--- src/rtl/eth_pkg.sv ---
// eth_pkg: shared constants, state type and keep-mask helper for the UDP receive path
package eth_pkg;
    localparam logic [15:0] ETHTYPE_IPV4 = 16'h0800;
    localparam logic [7:0]  IP_PROTO_UDP = 8'd17;
    localparam int          HDR_BYTES    = 42;
    typedef enum logic [1:0] {HDR, PAYLOAD, DROP} rx_state_t;
    function automatic logic [7:0] keep_mask(input logic [3:0] n);
        return 8'hff >> (4'd8 - n);
    endfunction
endpackage

--- src/rtl/eth_recv_align.sv ---
// eth_recv_align: shifts payload from lane 2 to lane 0 and holds the output beat
//   clk156/aresetn : clock, sync active-low reset
//   in_*           : payload-phase input beats (beat 5 onward)
//   m_axis_*       : realigned payload stream
//   ovf            : new beat due while held beat unaccepted
//   frame_ok       : clean tlast beat loaded this cycle
module eth_recv_align import eth_pkg::*; (
    input  logic        clk156,
    input  logic        aresetn,
    input  logic        in_valid,
    input  logic [63:0] in_data,
    input  logic [7:0]  in_keep,
    input  logic        in_last,
    input  logic        in_user,
    output logic        m_axis_tvalid,
    output logic [63:0] m_axis_tdata,
    output logic [7:0]  m_axis_tkeep,
    output logic        m_axis_tlast,
    output logic        m_axis_tuser,
    input  logic        m_axis_tready,
    output logic        ovf,
    output logic        frame_ok
);
    logic [47:0] prev;
    logic        have_prev, flush, flush_user, load, ld_last, ld_user;
    logic [3:0]  flush_cnt, cnt;
    logic [63:0] ld_data;
    logic [7:0]  ld_keep;
    // flush emits the tail of a last beat holding more than two bytes
    always_comb begin
        cnt      = 4'($countones(in_keep));
        load     = flush || (in_valid && (have_prev || in_last));
        ld_data  = flush ? {16'h0, prev} : have_prev ? {in_data[15:0], prev} : {16'h0, in_data[63:16]};
        ld_keep  = flush ? keep_mask(flush_cnt) :
                   have_prev ? keep_mask(cnt > 4'd2 ? 4'd8 : cnt + 4'd6) :
                   keep_mask(cnt > 4'd2 ? cnt - 4'd2 : 4'd0);
        ld_last  = flush || (in_last && (!have_prev || cnt <= 4'd2));
        ld_user  = flush ? flush_user : in_user && ld_last;
        ovf      = load && m_axis_tvalid && !m_axis_tready;
        frame_ok = load && !ovf && ld_last && !ld_user;
    end
    always_ff @(posedge clk156) begin
        if (!aresetn) begin
            m_axis_tvalid <= 1'b0;
            m_axis_tdata  <= '0;
            m_axis_tkeep  <= '0;
            m_axis_tlast  <= 1'b0;
            m_axis_tuser  <= 1'b0;
            prev          <= '0;
            have_prev     <= 1'b0;
            flush         <= 1'b0;
            flush_cnt     <= '0;
            flush_user    <= 1'b0;
        end else if (ovf) begin
            m_axis_tlast <= 1'b1;
            m_axis_tuser <= 1'b1;
            have_prev    <= 1'b0;
            flush        <= 1'b0;
        end else begin
            if (load) begin
                m_axis_tvalid <= 1'b1;
                m_axis_tdata  <= ld_data;
                m_axis_tkeep  <= ld_keep;
                m_axis_tlast  <= ld_last;
                m_axis_tuser  <= ld_user;
            end else if (m_axis_tready) begin
                m_axis_tvalid <= 1'b0;
            end
            flush      <= in_valid && in_last && have_prev && cnt > 4'd2;
            flush_cnt  <= cnt - 4'd2;
            flush_user <= in_user;
            if (in_valid) begin
                prev      <= in_data[63:16];
                have_prev <= !in_last;
            end
        end
    end
endmodule

--- src/rtl/eth_recv.sv ---
// eth_recv: filters IPv4/UDP frames to local_mac:UDP_PORT and emits the realigned payload
//   clk156/aresetn : clock, sync active-low reset
//   local_mac      : station MAC, first wire byte in [47:40]
//   s_axis_rx_*    : MAC receive stream (no backpressure)
//   m_axis_*       : UDP payload stream
//   rx_*           : frame/drop/overflow counters, present only with ETH_RECV_STATS_EN
module eth_recv import eth_pkg::*; #(
    parameter logic [15:0] UDP_PORT    = 16'd3776,
    parameter bit          CHECK_BCAST = 1'b1
) (
    input  logic        clk156,
    input  logic        aresetn,
    input  logic [47:0] local_mac,
    input  logic        s_axis_rx_tvalid,
    input  logic [63:0] s_axis_rx_tdata,
    input  logic [7:0]  s_axis_rx_tkeep,
    input  logic        s_axis_rx_tlast,
    input  logic        s_axis_rx_tuser,
    output logic        m_axis_tvalid,
    output logic [63:0] m_axis_tdata,
    output logic [7:0]  m_axis_tkeep,
    output logic        m_axis_tlast,
    output logic        m_axis_tuser,
    input  logic        m_axis_tready,
    output logic [31:0] rx_frames,
    output logic [31:0] rx_drops,
    output logic [31:0] rx_overflows
);
    rx_state_t   state;
    logic [2:0]  bcnt;
    logic        ok, hit, acc, ovf, frame_ok;
    logic [47:0] dst;
    logic [63:0] d;
    always_comb begin
        d   = s_axis_rx_tdata;
        dst = {d[7:0], d[15:8], d[23:16], d[31:24], d[39:32], d[47:40]};
        hit = bcnt == 3'd0 ? (dst == local_mac || (CHECK_BCAST && dst == '1)) :
              bcnt == 3'd1 ? ({d[39:32], d[47:40]} == ETHTYPE_IPV4 && d[55:48] == 8'h45) :
              bcnt == 3'd2 ? d[63:56] == IP_PROTO_UDP :
              bcnt == 3'd3 ? 1'b1 :
              {d[39:32], d[47:40]} == UDP_PORT;
        acc = (bcnt == 3'd0 || ok) && hit;
    end
    always_ff @(posedge clk156) begin
        if (!aresetn) begin
            state <= HDR;
            bcnt  <= '0;
            ok    <= 1'b0;
        end else if (state == HDR) begin
            if (s_axis_rx_tvalid) begin
                ok   <= acc;
                bcnt <= (s_axis_rx_tlast || bcnt == 3'd4) ? 3'd0 : bcnt + 3'd1;
                if (!s_axis_rx_tlast && bcnt == 3'd4)
                    state <= acc ? PAYLOAD : DROP;
            end
        end else if (s_axis_rx_tvalid && s_axis_rx_tlast) begin
            state <= HDR;
        end else if (state == PAYLOAD && ovf) begin
            state <= DROP;
        end
    end
    eth_recv_align u_align (
        .clk156        (clk156),
        .aresetn       (aresetn),
        .in_valid      (s_axis_rx_tvalid && state == PAYLOAD),
        .in_data       (s_axis_rx_tdata),
        .in_keep       (s_axis_rx_tkeep),
        .in_last       (s_axis_rx_tlast),
        .in_user       (s_axis_rx_tuser),
        .m_axis_tvalid (m_axis_tvalid),
        .m_axis_tdata  (m_axis_tdata),
        .m_axis_tkeep  (m_axis_tkeep),
        .m_axis_tlast  (m_axis_tlast),
        .m_axis_tuser  (m_axis_tuser),
        .m_axis_tready (m_axis_tready),
        .ovf           (ovf),
        .frame_ok      (frame_ok)
    );
`ifdef ETH_RECV_STATS_EN
    // a drop is a header-phase tlast or a beat-4 rejection
    always_ff @(posedge clk156) begin
        if (!aresetn) begin
            rx_frames    <= '0;
            rx_drops     <= '0;
            rx_overflows <= '0;
        end else begin
            if (frame_ok && rx_frames != '1)
                rx_frames <= rx_frames + 32'd1;
            if (ovf && rx_overflows != '1)
                rx_overflows <= rx_overflows + 32'd1;
            if (state == HDR && s_axis_rx_tvalid && (s_axis_rx_tlast || (bcnt == 3'd4 && !acc)) && rx_drops != '1)
                rx_drops <= rx_drops + 32'd1;
        end
    end
`else
    logic unused_ok;
    assign unused_ok    = frame_ok;
    assign rx_frames    = 32'd0;
    assign rx_drops     = 32'd0;
    assign rx_overflows = 32'd0;
`endif
endmodule

--- config.mk ---
export PLATFORM = sky130hd
export DESIGN_NAME = eth_recv
export DESIGN_NICKNAME = d
export VERILOG_FILES = /design/src/rtl/eth_pkg.sv /design/src/rtl/eth_recv_align.sv /design/src/rtl/eth_recv.sv
export SDC_FILE = /design/constraint.sdc
export NUM_CORES = 1
export LEC_CHECK = 0
export ABC_AREA = 1
export ABC_CLOCK_PERIOD_IN_PS = 4120
export CAP_MARGIN = 10
export CORE_UTILIZATION = 45
export CTS_CLUSTER_SIZE = 28
export DETAILED_ROUTE_END_ITERATION = 12
export GPL_TIMING_DRIVEN = 1
export PLACE_DENSITY = 0.85
export SLEW_MARGIN = 40
export SYNTH_ARGS = -nofsm -noshare
export SYNTH_HDL_FRONTEND = slang
export SYNTH_SLANG_ARGS = --single-unit
--- constraint.sdc ---
create_clock -name clk156 -period 4.12 [get_ports clk156]
set_input_delay 0.412 -clock clk156 [delete_from_list [all_inputs] [get_ports clk156]]
set_output_delay 0.412 -clock clk156 [all_outputs]
set_load 0.05 [all_outputs]
Word level (Yosys, flattened, before mapping)
Cells that the tools add are included.
{"block": "op_classes", "n_addsub": 13, "magnitude_cmp": 2, "eq_ne": 13, "n_shift": 3, "mux": 24, "n_bitwise": 2, "reduce_logical": 35}
{"cell": "2-to-1 mux 64 bit", "n": 2}
{"cell": "== test 48 bit", "n": 1}
{"cell": "== test 48 bit, second input constant", "n": 1}
{"cell": "== test 16 x 12 -> 1 bit, second input constant", "n": 2}
{"cell": ">> shifter 8 x 4 -> 8 bit, first input constant", "n": 3}
{"cell": "2-to-1 mux 8 bit", "n": 2}
{"cell": "logical AND 1 bit", "n": 14}
{"cell": "adder 4 bit", "n": 3}
{"cell": "2-to-1 mux 2 bit", "n": 6}
{"cell": "subtractor 4 bit, first input constant", "n": 3}
{"cell": "2-to-1 mux 1 bit", "n": 11}
{"cell": "adder 1 x 1 -> 2 bit", "n": 4}
{"cell": "== test 8 x 5 -> 1 bit, second input constant", "n": 1}
{"cell": "== test 8 x 7 -> 1 bit, second input constant", "n": 1}
{"cell": "2-to-1 mux 4 bit", "n": 2}
{"cell": "AND reduction 2 bit", "n": 4}
{"cell": "logical OR 1 bit", "n": 7}
{"cell": "== test 3 x 2 -> 1 bit, second input constant", "n": 2}
{"cell": "adder 4 x 3 -> 4 bit, second input constant", "n": 1}
{"cell": "greater-than comparator 4 x 2 -> 1 bit, second input constant", "n": 1}
{"cell": "<= comparator 4 x 2 -> 1 bit, second input constant", "n": 1}
{"cell": "nonzero test 2 bit", "n": 2}
{"cell": "subtractor 4 x 2 -> 4 bit, second input constant", "n": 1}
{"cell": "adder 3 x 1 -> 3 bit, second input constant", "n": 1}
{"cell": "13 further kinds", "n": 16}
{"block": "totals", "reg_bits": 136, "in_bits": 126, "elab_cells": 105}

Logic depth before layout (Yosys ltp)
Gate-level depths: netlist of the first run.
{"block": "logic_depth", "word_depth": 11, "mapped_depth": 23, "depth_no_buf": 23}

Hierarchy
Synthesis of the first run repeated with hierarchy kept, for this count alone.
{"block": "hier_totals", "cells_unflattened": 1065, "area_unflattened_um2": 7537.2}
{"mod": "eth_recv_align", "n_inst": 1, "cells_per_inst": 709, "area_per_inst_um2": 5412.7}
{"mod": "eth_recv", "n_inst": 1, "cells_per_inst": 356, "area_per_inst_um2": 2124.5}

Worst setup path before layout of the first run
OpenSTA, ideal clock, no wires.
{"block": "synth_path", "kind": "in2reg", "from": "input s_axis_rx_tkeep[0]", "to": "register u_align.m_axis_tkeep[1]", "setup_ps": 132, "t_arrival_ps": 3439, "t_required_ps": 3988, "setup_slack_ps": 548, "path_stages": 23, "path_cell_list": "ha_1 > inv_1 > fa_1 > fa_1 > inv_1 > ha_1 > inv_1 > fa_1 > nand2_1 > inv_1 > o21ai_2 > nand2_2 > nand3_1 > nand2_1 > inv_1 > ha_1 > inv_1 > nand2_1 > nand2_1 > inv_1 > nand2_1 > nand3_1 > a21oi_1"}
{"block": "synth_between", "elab_chain_len": 9, "word_cells_on_any_way": 14}
{"item": "start, declared", "line": "eth_recv.sv:16", "text": "input logic [7:0] s_axis_rx_tkeep,"}
{"item": "adder 1 x 1 -> 2 bit (implied by the code) (*)", "line": "eth_recv_align.sv:31", "text": "cnt = 4'($countones(in_keep));"}
{"item": "adder 4 bit (implied by the code) (*) (2 in a row)", "line": "eth_recv_align.sv:31"}
{"item": "subtractor 4 x 2 -> 4 bit, or another cell as far along", "line": "eth_recv_align.sv:36", "text": "keep_mask(cnt > 4'd2 ? cnt - 4'd2 : 4'd0);"}
{"item": "2-to-1 mux 4 bit (on tied branches)", "line": "eth_recv_align.sv:36, eth_recv_align.sv:35"}
{"item": "subtractor 4 bit", "line": "eth_pkg.sv:8", "text": "return 8'hff >> (4'd8 - n);"}
{"item": ">> shifter 8 x 4 -> 8 bit", "line": "eth_pkg.sv:8"}
{"item": "2-to-1 mux 8 bit (*)", "line": "eth_recv_align.sv:35", "text": "have_prev ? keep_mask(cnt > 4'd2 ? 4'd8 : cnt + 4'd6) :"}
{"item": "2-to-1 mux 8 bit (*)", "line": "eth_recv_align.sv:34", "text": "ld_keep = flush ? keep_mask(flush_cnt) :"}
{"item": "end signal, assigned", "line": "eth_recv_align.sv:63", "text": "m_axis_tkeep <= ld_keep;"}
{"item": "end, declared", "line": "eth_recv_align.sv:17", "text": "output logic [7:0] m_axis_tkeep,"}
Mark *: on every way between the ends. The rest lies on a longest branch, timed or not.
A chain may end at the register's enable or synchronous reset.

Worst setup path in the final report of the first run
{"block": "layout_path", "from": "input s_axis_rx_tkeep[5]", "to": "register u_align.m_axis_tkeep[5]"}
The elaborated chain is that of the path after synthesis.

==> results.sh, run 1 <==
export IMPL_worst_endpoint_required_ns=4.47
export IMPL_final_instance_count_excl_fill=1475
export IMPL_p_per_area_nw_per_um2=494.5
export IMPL_path_clk_slew_ns=0.06
export IMPL_cts_root_buf="sky130_fd_sc_hd__clkbuf_16"
export IMPL_via_count_of_the_first_global_routing_pass=6571
export IMPL_layout_drive_gt1_share=0.05179
export IMPL_worst_ep_arrival_time_ns=4.15
export IMPL_holdWs_ns=0.4510
export IMPL_syn_to_final_growth_pct=31.33
export IMPL_grt_start_max_net_pins=68
export IMPL_final_net_count=1388
export IMPL_outcome="finished, final reports clean"
export IMPL_insertion_delay_ns=0.42
export IMPL_maxCapViolations=0
export IMPL_yosys_most_used_dff="sky130_fd_sc_hd__dfxtp_1"
export IMPL_io_buffer_count=200
export IMPL_cp_start_kind="input pin"
export IMPL_dp_hpwl_um=14540
export IMPL_worst_setup_path_type="input pin to flip-flop"
export IMPL_tritoncts_clock_tree="built"
export IMPL_number_of_cells_after_detailed_placement=1444
export IMPL_cts_hold_buffers=0
export IMPL_die_h_um=132.0
export IMPL_drt_pass1_iterations=7
export IMPL_cts_buffers_inserted=17
export IMPL_synth_cell_types=34
export IMPL_h_tree_depth=4
export IMPL_hold_path_depth=2
export IMPL_netlist_instances=1061
export IMPL_route_detailed_wl_per_inst_um=13.58
export IMPL_yosys_register_bits=136
export IMPL_synth_area_sq_um=7609
export IMPL_asyncSetResetFlopFracSynth=0
export IMPL_layout_cell_area_non_filler_sq_um=9992
export IMPL_antenna_violations_before_repair=0
export IMPL_synthesis_yosys_warnings=0
export IMPL_critical_path_reg2reg_startpoint="u_align.flush"
export IMPL_post_cts_buffers=0
export IMPL_floorplan_die_width_um=132.0
export IMPL_post_route_drc_count=0
export IMPL_postLayoutCoreUtil=0.6047
export IMPL_setup_violations_final=0
export IMPL_power_total_mw=4.941
export IMPL_finalHoldViolCount=0
export IMPL_layout_worst_path_cycle_share=0.9241
export IMPL_routabilityCongestion=0.8400
export IMPL_initialDrtViolationCount=408
export IMPL_leakage_nw=4.153
export IMPL_hold_path_class="flip-flop to flip-flop"
export IMPL_count_of_flip_flops_with_a_built_in_enable_after_synthesis=0
export IMPL_seq_area_frac_synth=0.3578
export IMPL_max_vdd_ir_drop_mv=0.3162
export IMPL_postRouteAntennaNets=0
export IMPL_slew_at_the_pin_closest_to_its_max_slew_limit_ns=0.7707
export IMPL_starting_density=0.4604
export IMPL_wire_length_of_the_first_global_routing_pass_um=32280
export IMPL_reg2reg_path_depth=7
export IMPL_globalRouteTotalUtil=0.2306
export IMPL_detailroute_via_count=7161
export IMPL_core_region_area_sq_um=16520
export IMPL_syn_area_per_cell_sq_um=7.171
export IMPL_worst_path_max_fanout=6
export IMPL_via_per_inst=4.855
export IMPL_worst_setup_path_startpoint="s_axis_rx_tkeep[5]"
export IMPL_timing_final_crit_period_ns=3.807
export IMPL_sum_of_routed_wire_length_over_all_layers_um=20030
export IMPL_placed_cell_area_sq_um=9394
export IMPL_num_io_pins=297
export IMPL_design_die_area_sq_um=17430
export IMPL_max_transition_viols_final=0
export IMPL_cp_capture_type="flip-flop"
export IMPL_final_setup_skew_ns=0.008987
export IMPL_clock_tree_buffer_depth=2
export IMPL_timing_hold_worst_start="u_align.prev[8]"
export IMPL_insertedDiodeCount=0
export IMPL_numClockSinks=136
export IMPL_slew_headroom=0.4862
export IMPL_fp_rows=47
export IMPL_remaining_overflow_grt=0
export IMPL_rsz0062_at_grt="no"
export IMPL_fmaxAchievable_mhz=262.6
where the power goes:
| group | leakage (nW) | internal (mW) | switching (mW) |
|---|---|---|---|
| Sequential | 1.10 | 1.52 | 0.0912 |
| Combinational | 2.77 | 0.611 | 1.16 |
| Clock | 0.280 | 0.955 | 0.604 |
| Total | 4.15 | 3.08 | 1.86 |
logic make-up (layout without fill, tap and decap cells):
family,after synthesis,count (layout),synth area share
and+or+nand+nor,333,333,0.1830
AOI/OAI and AO/OA,271,271,0.1799
buffers and inverters,250,349,0.1822
DFF,136,136,0.3578
xor gates and xnor gates,35,35,0.04029
adders and majority gates,19,19,0.03519
muxes,16,16,0.02105
other,1,96,0.0004929
final cells by class:
cell class / instances / area, sq um
Timing Repair Buffer: 214 / 2142
Inverter: 104 / 390.4
Tap cell: 220 / 275.3
Sequential cell: 136 / 2723
Fill cell: 1483 / 6533
Multi-Input combinational cell: 770 / 3864
Clock inverter: 13 / 168.9
Clock buffer: 18 / 429.2
layout by cell type (no fill, tap or decap), types with 6 or more instances in the layout:
master,netlist,final
sky130_fd_sc_hd__clkdlybuf4s50_1,0,199
sky130_fd_sc_hd__a21oi_1,157,157
sky130_fd_sc_hd__nand2_1,153,153
sky130_fd_sc_hd__dfxtp_1,136,136
sky130_fd_sc_hd__nor2_1,117,116
sky130_fd_sc_hd__inv_1,98,97
sky130_fd_sc_hd__conb_1,1,96
sky130_fd_sc_hd__o21ai_0,83,83
sky130_fd_sc_hd__nand3_1,41,41
sky130_fd_sc_hd__xnor2_1,35,35
sky130_fd_sc_hd__o21ai_1,26,26
sky130_fd_sc_hd__clkbuf_16,0,17
sky130_fd_sc_hd__mux2i_1,16,16
sky130_fd_sc_hd__ha_1,15,15
sky130_fd_sc_hd__buf_4,96,11
sky130_fd_sc_hd__inv_2,5,6
final timing paths:
path / to / slack, ns
min reg2reg: u_align.prev[8] / 0.45
max: u_align.m_axis_tkeep[5] / 0.31
max reg2reg: u_align.prev[41] / 1.44
min: u_align.prev[8] / 0.45
worst max-delay path: stages:
cell and delay [ns]:
sky130_fd_sc_hd__clkdlybuf4s50_1 0.48, sky130_fd_sc_hd__ha_1 0.15, sky130_fd_sc_hd__inv_1 0.06, sky130_fd_sc_hd__fa_1 0.58, sky130_fd_sc_hd__fa_1 0.42, sky130_fd_sc_hd__inv_1 0.06
sky130_fd_sc_hd__ha_1 0.14, sky130_fd_sc_hd__inv_1 0.05, sky130_fd_sc_hd__fa_1 0.51, sky130_fd_sc_hd__nand2_1 0.06, sky130_fd_sc_hd__inv_1 0.07, sky130_fd_sc_hd__o21ai_2 0.07
sky130_fd_sc_hd__nand2_2 0.08, sky130_fd_sc_hd__nand3_1 0.07, sky130_fd_sc_hd__nand2_1 0.09, sky130_fd_sc_hd__inv_1 0.06, sky130_fd_sc_hd__ha_1 0.20, sky130_fd_sc_hd__inv_1 0.05
sky130_fd_sc_hd__nand2_1 0.05, sky130_fd_sc_hd__nand2_1 0.09, sky130_fd_sc_hd__inv_2 0.07, sky130_fd_sc_hd__nor2_1 0.09, sky130_fd_sc_hd__nand3_1 0.07, sky130_fd_sc_hd__a21oi_1 0.16
sequential cells by signal, indices dropped and copies added (netlist names):
| signal | flops |
|---|---|
| u_align.have_prev | 1 |
| u_align.flush | 1 |
| u_align.m_axis_tuser | 1 |
| u_align.m_axis_tkeep | 8 |
| u_align.m_axis_tdata | 64 |
| u_align.flush_user | 1 |
| u_align.prev | 48 |
| bcnt | 3 |
| ok | 1 |
| u_align.m_axis_tvalid | 1 |
| state | 2 |
| u_align.m_axis_tlast | 1 |
| u_align.flush_cnt | 4 |
timing repair:
item | in CTS | in global routing
setup endpoints to repair | 0 | 2
resized for setup | 0 | 1
endpoints found under the hold margin | 0 | 0
synth_stat cells (all sizes together), types with 3 or more instances:
master / count / area [sq um]
nand3: 42 / 215.2
nand2: 159 / 621.8
nand4: 5 / 31.28
o21ai: 110 / 554.3
inv: 103 / 386.6
mux2i: 16 / 160.2
xnor2: 35 / 306.5
ha: 15 / 187.7
nand3b: 3 / 22.52
dfxtp: 136 / 2723
clkbuf: 19 / 71.32
fa: 4 / 80.08
a21oi: 157 / 785.8
buf: 127 / 924.6
nor2: 122 / 489.2
routing by layer:
metal | wire (um) | part of all wire | vias up | global-route usage
met3 | 1077 | 0.054 | 28 | 0.05344
met4 | 361 | 0.018 | 0 | 0.07881
met2 | 10070 | 0.50 | 262 | 0.4039
met5 | 0 | 0 | - | 0
li1 | - | - | 3611 | -
met1 | 8512 | 0.43 | 3260 | 0.2762
stage by stage:
step / setup slack [ns] / setup TNS, ns
3_3_place_gp: -0.02408 / -0.1134
6_report: 0.3126 / 0
2_1_floorplan: 0.5482 / 0
5_1_grt: 0.02871 / 0
3_5_place_dp: -0.1170 / -0.7392
4_1_cts: 0.3276 / 0
No activity file was read; power rests on OpenSTA's default activity.
==> run 2, diff against run 1 <==
Settings changed: CORE_UTILIZATION 45 to 46, CTS_BUF_LIST set to sky130_fd_sc_hd__clkbuf_2, PLACE_DENSITY 0.85 to 0.87.
==> results.sh, run 2 (synthesis gave the netlist of run 1 again) <==
export IMPL_holdWs_ns=0.1227
export IMPL_most_used_cells_in_the_layout_excluding_fill_and_tap_cells="199 x sky130_fd_sc_hd__clkdlybuf4s50_1, 157 x sky130_fd_sc_hd__a21oi_1, 153 x sky130_fd_sc_hd__nand2_1"
export IMPL_wire_length_of_the_first_global_routing_pass_um=30710
export IMPL_flip_flop_count_of_the_largest_register_after_layout=64
export IMPL_sum_of_routed_wire_length_over_all_layers_um=19980
export IMPL_maxCapViolations=0
export IMPL_syn_to_final_growth_pct=25.54
export IMPL_drt_pass1_iterations=4
export IMPL_max_vdd_ir_drop_mv=0.3980
export IMPL_core_region_area_sq_um=16000
export IMPL_setup_violations_final=0
export IMPL_cts_hold_buffers=0
export IMPL_slew_at_the_pin_closest_to_its_max_slew_limit_ns=0.7839
export IMPL_initialDrtViolationCount=326
export IMPL_cts_resizes=0
export IMPL_worst_ep_arrival_time_ns=4.32
export IMPL_grt_start_max_net_pins=79
export IMPL_clock_tree_buffer_depth=2
export IMPL_timing_final_crit_period_ns=3.665
export IMPL_detailroute_via_count=7125
export IMPL_registers_top_by_ff_count="u_align.m_axis_tdata"
export IMPL_worst_setup_path_type="input pin to flip-flop"
export IMPL_layout_drive_gt1_share=0.04876
export IMPL_final_instance_count_excl_fill=1467
export IMPL_worst_path_max_fanout=8
export IMPL_starting_density=0.4755
export IMPL_fp_rows=46
export IMPL_insertion_delay_ns=0.74
export IMPL_number_of_cells_after_detailed_placement=1435
export IMPL_finalHoldViolCount=0
export IMPL_insertedDiodeCount=0
export IMPL_rsz0062_at_grt="no"
export IMPL_globalRouteTotalUtil=0.2323
export IMPL_max_transition_viols_final=0
export IMPL_route_detailed_wl_per_inst_um=13.62
export IMPL_layout_cell_area_non_filler_sq_um=9552
export IMPL_die_h_um=130.6
export IMPL_fmaxAchievable_mhz=272.9
export IMPL_layout_worst_path_cycle_share=0.8894
export IMPL_leakage_nw=3.964
export IMPL_via_per_inst=4.857
export IMPL_slew_headroom=0.4742
export IMPL_numClockSinks=136
export IMPL_floorplan_die_width_um=130.6
export IMPL_hold_path_class="input pin to flip-flop"
export IMPL_cts_buffers_inserted=17
export IMPL_h_tree_depth=4
export IMPL_reg_largest_list="u_align.m_axis_tdata: 64 flops, u_align.prev: 48 flops, u_align.m_axis_tkeep: 8 flops"
export IMPL_antenna_violations_before_repair=0
export IMPL_io_buffer_count=200
export IMPL_cts_root_buf="sky130_fd_sc_hd__clkbuf_2"
export IMPL_design_die_area_sq_um=17060
export IMPL_postRouteAntennaNets=0
export IMPL_tritoncts_clock_tree="built"
export IMPL_final_setup_skew_ns=0.03043
export IMPL_routabilityCongestion=0.8477
export IMPL_path_clk_slew_ns=0.25
export IMPL_fillCellCount=1488
export IMPL_outcome="finished, final reports clean"
export IMPL_num_io_pins=297
export IMPL_remaining_overflow_grt=0
export IMPL_final_net_count=1383
export IMPL_worst_endpoint_required_ns=4.78
export IMPL_via_count_of_the_first_global_routing_pass=6387
export IMPL_layout_commonest_cell="sky130_fd_sc_hd__clkdlybuf4s50_1"
export IMPL_post_cts_buffers=0
export IMPL_p_per_area_nw_per_um2=435.0
export IMPL_post_route_drc_count=0
export IMPL_dp_hpwl_um=14690
export IMPL_placed_cell_area_sq_um=9324
export IMPL_cp_capture_type="flip-flop"
export IMPL_timing_setup_tns_ns=0
export IMPL_cp_start_kind="input pin"
-- run 2: layout make-up --
type	count	area (sq um)	area share
inverter	104	390.4	0.04087
timing repair buffer	209	2077	0.2174
clock inverter	14	137.6	0.01441
sequential	136	2723	0.2850
clock buffer	18	90.09	0.009431
multi-input combinational	770	3864	0.4045
tap	216	270.3	0.02829
-- run 2: where the power goes --
part / leakage [nW] / switching [mW] / internal (mW)
clock: 0.126 / 0.561 / 0.235
combinational: 2.74 / 1.18 / 0.581
sequential: 1.10 / 0.0883 / 1.51
total: 3.96 / 1.82 / 2.33
-- run 2: path summary, 6_finish.rpt --
path / startpoint / endpoint / slack (ns) / cells past startpoint
worst max-delay path: s_axis_rx_tkeep[0] / u_align.m_axis_tkeep[1] / 0.46 / 18
worst min-delay path: aresetn / u_align.prev[43] / 0.12 / 3
worst max register to register: u_align.flush / u_align.prev[35] / 1.37 / 7
worst min register to register: u_align.prev[14] / u_align.prev[14] / 0.47 / 2
-- run 2: stage by stage --
stage,worst slack (ns),utilization,total power [mW]
2_1_floorplan,0.5482,-,2.933
3_3_place_gp,-0.06917,0.5826,3.315
3_5_place_dp,-0.2612,0.5827,3.371
4_1_cts,0.5598,0.5970,4.175
5_1_grt,0.3267,0.5970,4.433
6_report,0.4555,0.5970,4.155
-- run 2: critical path, cell delays in order --
cell                              delay, ns
sky130_fd_sc_hd__clkdlybuf4s50_1       0.49
sky130_fd_sc_hd__ha_1                  0.15
sky130_fd_sc_hd__inv_1                 0.06
sky130_fd_sc_hd__fa_1                  0.52
sky130_fd_sc_hd__fa_1                  0.56
sky130_fd_sc_hd__inv_1                 0.05
sky130_fd_sc_hd__ha_1                  0.19
sky130_fd_sc_hd__inv_1                 0.06
sky130_fd_sc_hd__fa_1                  0.44
sky130_fd_sc_hd__ha_1                  0.21
sky130_fd_sc_hd__or2_1                 0.24
sky130_fd_sc_hd__nand2_1               0.08
sky130_fd_sc_hd__nand2_1               0.06
sky130_fd_sc_hd__a31oi_1               0.26
sky130_fd_sc_hd__nand3_2               0.16
sky130_fd_sc_hd__nand2_4               0.13
sky130_fd_sc_hd__nand3_1               0.08
sky130_fd_sc_hd__a21oi_1               0.16
-- run 2: metal layers --
layer	global-route usage	wire length [um]	up-vias
met5	0	0	-
met3	0.04642	931	32
met4	0.1014	567	0
li1	-	-	3611
met2	0.4012	9971	216
met1	0.2797	8512	3266
